## src/rtl/hwpe_stream_parity_fault_ctrl.sv

```systemverilog
// Parity-network fault supervisor: sticky status, saturating counters, level irq, injection self-test.
// Recording lands one cycle after fault_i; inject_o is registered; no backpressure, every input is sampled each cycle.
module hwpe_stream_parity_fault_ctrl #(
  parameter int NB_CHAN   = 4,
  parameter int CNT_WIDTH = 8,
  parameter int TIMEOUT   = 16,
  localparam int CHAN_W   = (NB_CHAN > 1) ? $clog2(NB_CHAN) : 1
) (
  input  logic                         clk_i,
  input  logic                         rst_i,
  input  logic                         enable_i,
  input  logic                         clear_i,
  input  logic [NB_CHAN-1:0]           mask_i,
  input  logic [NB_CHAN-1:0]           fault_i,
  input  logic                         selftest_start_i,
  input  logic [CHAN_W-1:0]            selftest_chan_i,
  output logic [NB_CHAN-1:0]           inject_o,
  output logic [NB_CHAN-1:0]           status_o,
  output logic [NB_CHAN*CNT_WIDTH-1:0] count_o,
  output logic                         irq_o,
  output logic                         selftest_busy_o,
  output logic                         selftest_done_o,
  output logic                         selftest_pass_o
);

  localparam int TIMER_W = (TIMEOUT > 1) ? $clog2(TIMEOUT) : 1;

  typedef enum logic [1:0] {IDLE = 2'd0, ARMED = 2'd1, DONE = 2'd2} state_t;

  state_t               state_q, state_d;
  logic [CHAN_W-1:0]    chan_q, chan_d;
  logic [TIMER_W-1:0]   timer_q, timer_d;
  logic                 pass_q, pass_d;
  logic [NB_CHAN-1:0]   inject_q, inject_d;
  logic                 chan_ok;
  logic [NB_CHAN-1:0]   record;
  logic [NB_CHAN-1:0]   status_q;
  logic [CNT_WIDTH-1:0] cnt_q [NB_CHAN];

  assign chan_ok = ({1'b0, selftest_chan_i} < (CHAN_W+1)'(NB_CHAN));

  always_ff @(posedge clk_i or posedge rst_i) begin
    if (rst_i) begin
      state_q  <= IDLE;
      chan_q   <= '0;
      timer_q  <= '0;
      pass_q   <= 1'b0;
      inject_q <= '0;
    end else begin
      state_q  <= state_d;
      chan_q   <= chan_d;
      timer_q  <= timer_d;
      pass_q   <= pass_d;
      inject_q <= inject_d;
    end
  end

  always_comb begin
    state_d = state_q;
    chan_d  = chan_q;
    timer_d = timer_q;
    pass_d  = pass_q;
    case (state_q)
      IDLE: begin
        if (selftest_start_i && enable_i) begin
          pass_d  = 1'b0;
          chan_d  = selftest_chan_i;
          timer_d = '0;
          state_d = chan_ok ? ARMED : DONE;
        end
      end
      ARMED: begin
        // Abort has priority: a disabled supervisor cannot vouch for the channel.
        if (!enable_i) begin
          state_d = DONE;
          pass_d  = 1'b0;
        end else if (fault_i[chan_q]) begin
          state_d = DONE;
          pass_d  = 1'b1;
        end else if (timer_q == TIMER_W'(TIMEOUT - 1)) begin
          state_d = DONE;
          pass_d  = 1'b0;
        end else begin
          timer_d = timer_q + 1'b1;
        end
      end
      DONE:    state_d = IDLE;
      default: state_d = IDLE;
    endcase
  end

  always_comb begin
    inject_d = '0;
    if (state_d == ARMED) inject_d[chan_d] = 1'b1;
    selftest_done_o = (state_q == DONE);
    selftest_busy_o = (state_q != IDLE);
    selftest_pass_o = pass_q;
    inject_o        = inject_q;
  end

  // inject_q is one-hot on the channel under test exactly while ARMED, so it doubles as the record mask.
  assign record = fault_i & ~inject_q & {NB_CHAN{enable_i}};

  for (genvar i = 0; i < NB_CHAN; i++) begin : g_chan
    always_ff @(posedge clk_i or posedge rst_i) begin
      if (rst_i) begin
        status_q[i] <= 1'b0;
        cnt_q[i]    <= '0;
      end else if (record[i]) begin
        status_q[i] <= 1'b1;
        if (clear_i)        cnt_q[i] <= CNT_WIDTH'(1);
        else if (!(&cnt_q[i])) cnt_q[i] <= cnt_q[i] + 1'b1;
      end else if (clear_i) begin
        status_q[i] <= 1'b0;
        cnt_q[i]    <= '0;
      end
    end
    assign count_o[i*CNT_WIDTH +: CNT_WIDTH] = cnt_q[i];
  end

  assign status_o = status_q;
  assign irq_o    = enable_i & (|(status_q & ~mask_i));

endmodule
```

## config.mk

```make
export PLATFORM = sky130hd
export DESIGN_NAME = hwpe_stream_parity_fault_ctrl
export DESIGN_NICKNAME = d
export VERILOG_FILES = /design/src/rtl/hwpe_stream_parity_fault_ctrl.sv
export SDC_FILE = /design/constraint.sdc
export NUM_CORES = 1
export LEC_CHECK = 0
export ABC_CLOCK_PERIOD_IN_PS = 3470
export BUFFER_PORTS_ARGS = -buffer_cell sky130_fd_sc_hd__buf_2
export CORE_MARGIN = 3
export CORE_UTILIZATION = 58
export DETAILED_ROUTE_END_ITERATION = 6
export GPL_TIMING_DRIVEN = 0
export PLACE_DENSITY = 0.86
export RECOVER_POWER = 25
export SLEW_MARGIN = 40
export SYNTH_ARGS = -nofsm -noshare
export SYNTH_HDL_FRONTEND = slang
export SYNTH_SLANG_ARGS = --single-unit
```

## constraint.sdc

```tcl
create_clock -name clk_i -period 3.47 [get_ports clk_i]
set_input_delay 0.1735 -clock clk_i [delete_from_list [all_inputs] [get_ports clk_i]]
set_output_delay 0.1735 -clock clk_i [all_outputs]
set_load 0.05 [all_outputs]
```

==> key figures <==
STA
  – Final hold vios: 0
  – Setup Total Neg Slack: 0 ps
  – Fmax: 567 MHz
  – Setup violators final: 0
  – Final Slew Violations: 0
  – Fin crit period: 1760 ps
  – Period utilisation layout: 50.9%
  – RSZ-0062 raised after global routing: no
  – Slew @ Worst Pin: 508 ps
  – Worst Skew: 3.84 ps
  – Slew headroom: 66.1%

Final layout
  – Post-Layout Cell Count: 375
  – P&R area growth vs syn: 18.0%
  – Post-layout nets: 345
  – Final core utilization: 73.3%
  – Ant. Diodes: 0
  – Share of post-route cells with drive strength above 1: 23.4%

Synthesis
  – EDFF count, synth: 0
  – Mapped Nets: 279
  – Distinct cells, synth: 52
  – Post-synthesis cell area: 2570 µm²
  – Warnings from Yosys: 0
  – Synthesized flop and latch total: 49
  – Sequential area share after synthesis: 47.7%
  – Synth Flop Type: dfrtp_1
  – Syn_area_per_cell: 9.93 µm²
  – Asr flop ratio synth: 100%
  – Syn Inst Count: 259

Outcome
  – Outcome: finished clean

Global route
  – Initial antenna violation count: 0
  – Global-route wire length before repair: 9850 µm
  – Pin count of the biggest net entering global routing: 44
  – Grt total ovfl: 0
  – Vias in the first global route: 2155
  – Total track usage: 23.4%

Critical path
  – CP Capture Type: register
  – CP startpoint kind: register
  – Setup CP Type: register to register
  – Arr. time, crit path: 1940 ps
  – Max FO, Critical Path: 6
  – Reg-to-reg slack, setup: 1710 ps
  – Critical Path RT: 3650 ps

Detailed routing
  – DR iter-0 viols: 235
  – Final WL: 5910 µm
  – Remaining DRCs: 0
  – DR pass1 iterations: 4
  – Routed WL per cell: 15.7 µm
  – Vias: 2289
  – Post-DRT Antenna Nets: 0
  – Via/cell ratio: 6.10

Placement
  – DP Wirelength: 4420 µm
  – GP Congestion: 0.835
  – Placed insts: 367
  – Port Buffer Count: 57

CTS
  – Worst-Skew Late Latency: 290 ps
  – CTS Sinks: 49
  – CTS tree: built
  – Clk pin slew, worst setup/hold paths: 80 ps
  – CTS Buffer Depth: 2
  – Root Driver: clkbuf_8
  – Max H-tree Level: 2
  – CTS buffer count: 5
  – Setup Fix Bufs, Post-CTS: 0

Floorplan
  – Io pins: 59
  – Rows: 23
  – Die area: 5270 µm²
  – Core Box Area: 4140 µm²
  – Die H: 72.6 µm
  – Starting density of the core: 62.1%
  – Die X: 72.6 µm

Min path
  – Hold WC Path Type: primary input to register

Job
  – Max Cap Viol: 0

Pwr
  – Maximum vdd drop: 0.645 mV
  – Total power: 1.67 mW
  – P_leak: 1.50 nW
  – Power Density: 550 nW/µm²
[state kept, by name, indices dropped and copies added, names as in the netlist]
name / flops
chan_q: 2
count_o: 32
inject_o: 4
selftest_pass_o: 1
state_q: 2
status_o: 4
timer_q: 4
[synthesized netlist by cell type, types with 2 or more instances]
cell type  instances  area [µm²]
xor2_1             6        52.6
a21oi_1            7        35.0
nand2_1           19        71.3
o22ai_1            2        12.5
a22o_1             2        17.5
nor2b_1            4        25.0
nor3b_1            3        22.5
o211ai_1           6        45.0
inv_1             10        37.5
dfrtp_1           49        1230
and3_1             6        37.5
a31o_2             2        17.5
nand4_1            5        31.3
ha_1               5        62.6
clkbuf_1           9        33.8
a311oi_1           3        26.3
nor2_1            23        86.3
and2_1             2        12.5
o21ai_0           10        50.1
and3b_1            2        17.5
nand3_1           17        85.1
nor3_1            10        50.1
a31oi_1            5        31.3
nand3b_1           4        30.0
mux2_2             3        33.8
xnor2_1            5        43.8
mux2i_1            9        90.1
nor4_1             3        18.8
nand2b_1           4        25.0
a211o_1            2        17.5
[cell usage in the layout (no fill, tap or decap), types with 4 or more instances in the layout]
| cell type | n |
|---|---|
| nand2b_1 | 4 |
| nand3b_1 | 4 |
| a31oi_1 | 5 |
| o211ai_1 | 6 |
| a21oi_1 | 7 |
| and3_1 | 6 |
| nor3_1 | 10 |
| o21ai_0 | 10 |
| nor2b_1 | 4 |
| nor2_1 | 23 |
| nand3_1 | 17 |
| inv_1 | 9 |
| mux2i_1 | 9 |
| clkbuf_1 | 11 |
| clkbuf_8 | 6 |
| buf_2 | 56 |
| dfrtp_1 | 49 |
| nand4_1 | 5 |
| ha_1 | 5 |
| xor2_1 | 6 |
| xnor2_1 | 5 |
| nand2_1 | 19 |
[layout make-up]
class                           instances  area (µm²)
Fill cell                             310        1110
Inverter                               10        38.8
Buffer                                 10        41.3
Sequential cell                        49        1230
Tap cell                               50        62.6
Timing Repair Buffer                   59         314
Multi-Input combinational cell        190        1270
Clock buffer                            7        86.3
[kinds of logic after synthesis]
kind of cell / Yosys count / share of synthesized area [%]
adders and majority gates: 5 / 2.43
AOI/OAI and AO/OA: 50 / 13.8
xor gates and xnor gates: 11 / 3.75
and+or+nand+nor: 111 / 24.0
buffers and inverters: 20 / 3.06
muxes: 13 / 5.25
DFF: 49 / 47.7
[per-layer routing]
metal  track usage, %  vias up  part of all wire [%]
li1                 -     1074                     -
met2             39.1       77                    49
met4             6.15        0                   1.2
met1             31.6     1127                    44
met5                0        -                     0
met3             4.27       11                   5.8
[critical path, cell delays in order (launching register included)]
cell,delay [ps]
dfrtp_1,440
ha_1,270
nand4_1,210
nor4b_4,290
nand3_1,130
mux2_1,310
[worst paths after layout]
check | from | endpoint | depth (start not counted)
hold reg to reg | timer_q[1] | timer_q[1] | 1
min in group asynchronous | rst_i | count_o[13] | 3
setup reg to reg | count_o[24] | count_o[31] | 5
max in group asynchronous | rst_i | count_o[19] | 4
setup / recovery | count_o[24] | count_o[31] | 5
hold / removal | selftest_chan_i[0] | chan_q[0] | 3
[what timing repair did]
| action | in CTS | in global routing |
|---|---|---|
| setup endpoints to repair | 0 | 0 |
| hold buffers | 1 | 0 |
| hold endpoints to repair | 38 | 0 |
| resized for setup | 0 | 0 |
[per-stage QoR]
step | hold slack [ps] | instance area, µm² | setup slack, ps
final | 193 | 3040 | 1710
after global routing | 229 | 3040 | 1560
after CTS | 187 | 3040 | 1710
after detailed placement | 71.2 | 2940 | 1730
after global placement | 477 | 2920 | 1500
after floorplan | 350 | 2570 | 1590
[where the power goes]
group          internal, mW  switching (mW)
sequential            0.652          0.0878
clock                 0.159           0.176
combinational         0.180           0.414
total                 0.990           0.678
Power figures use the tool's default switching activity.
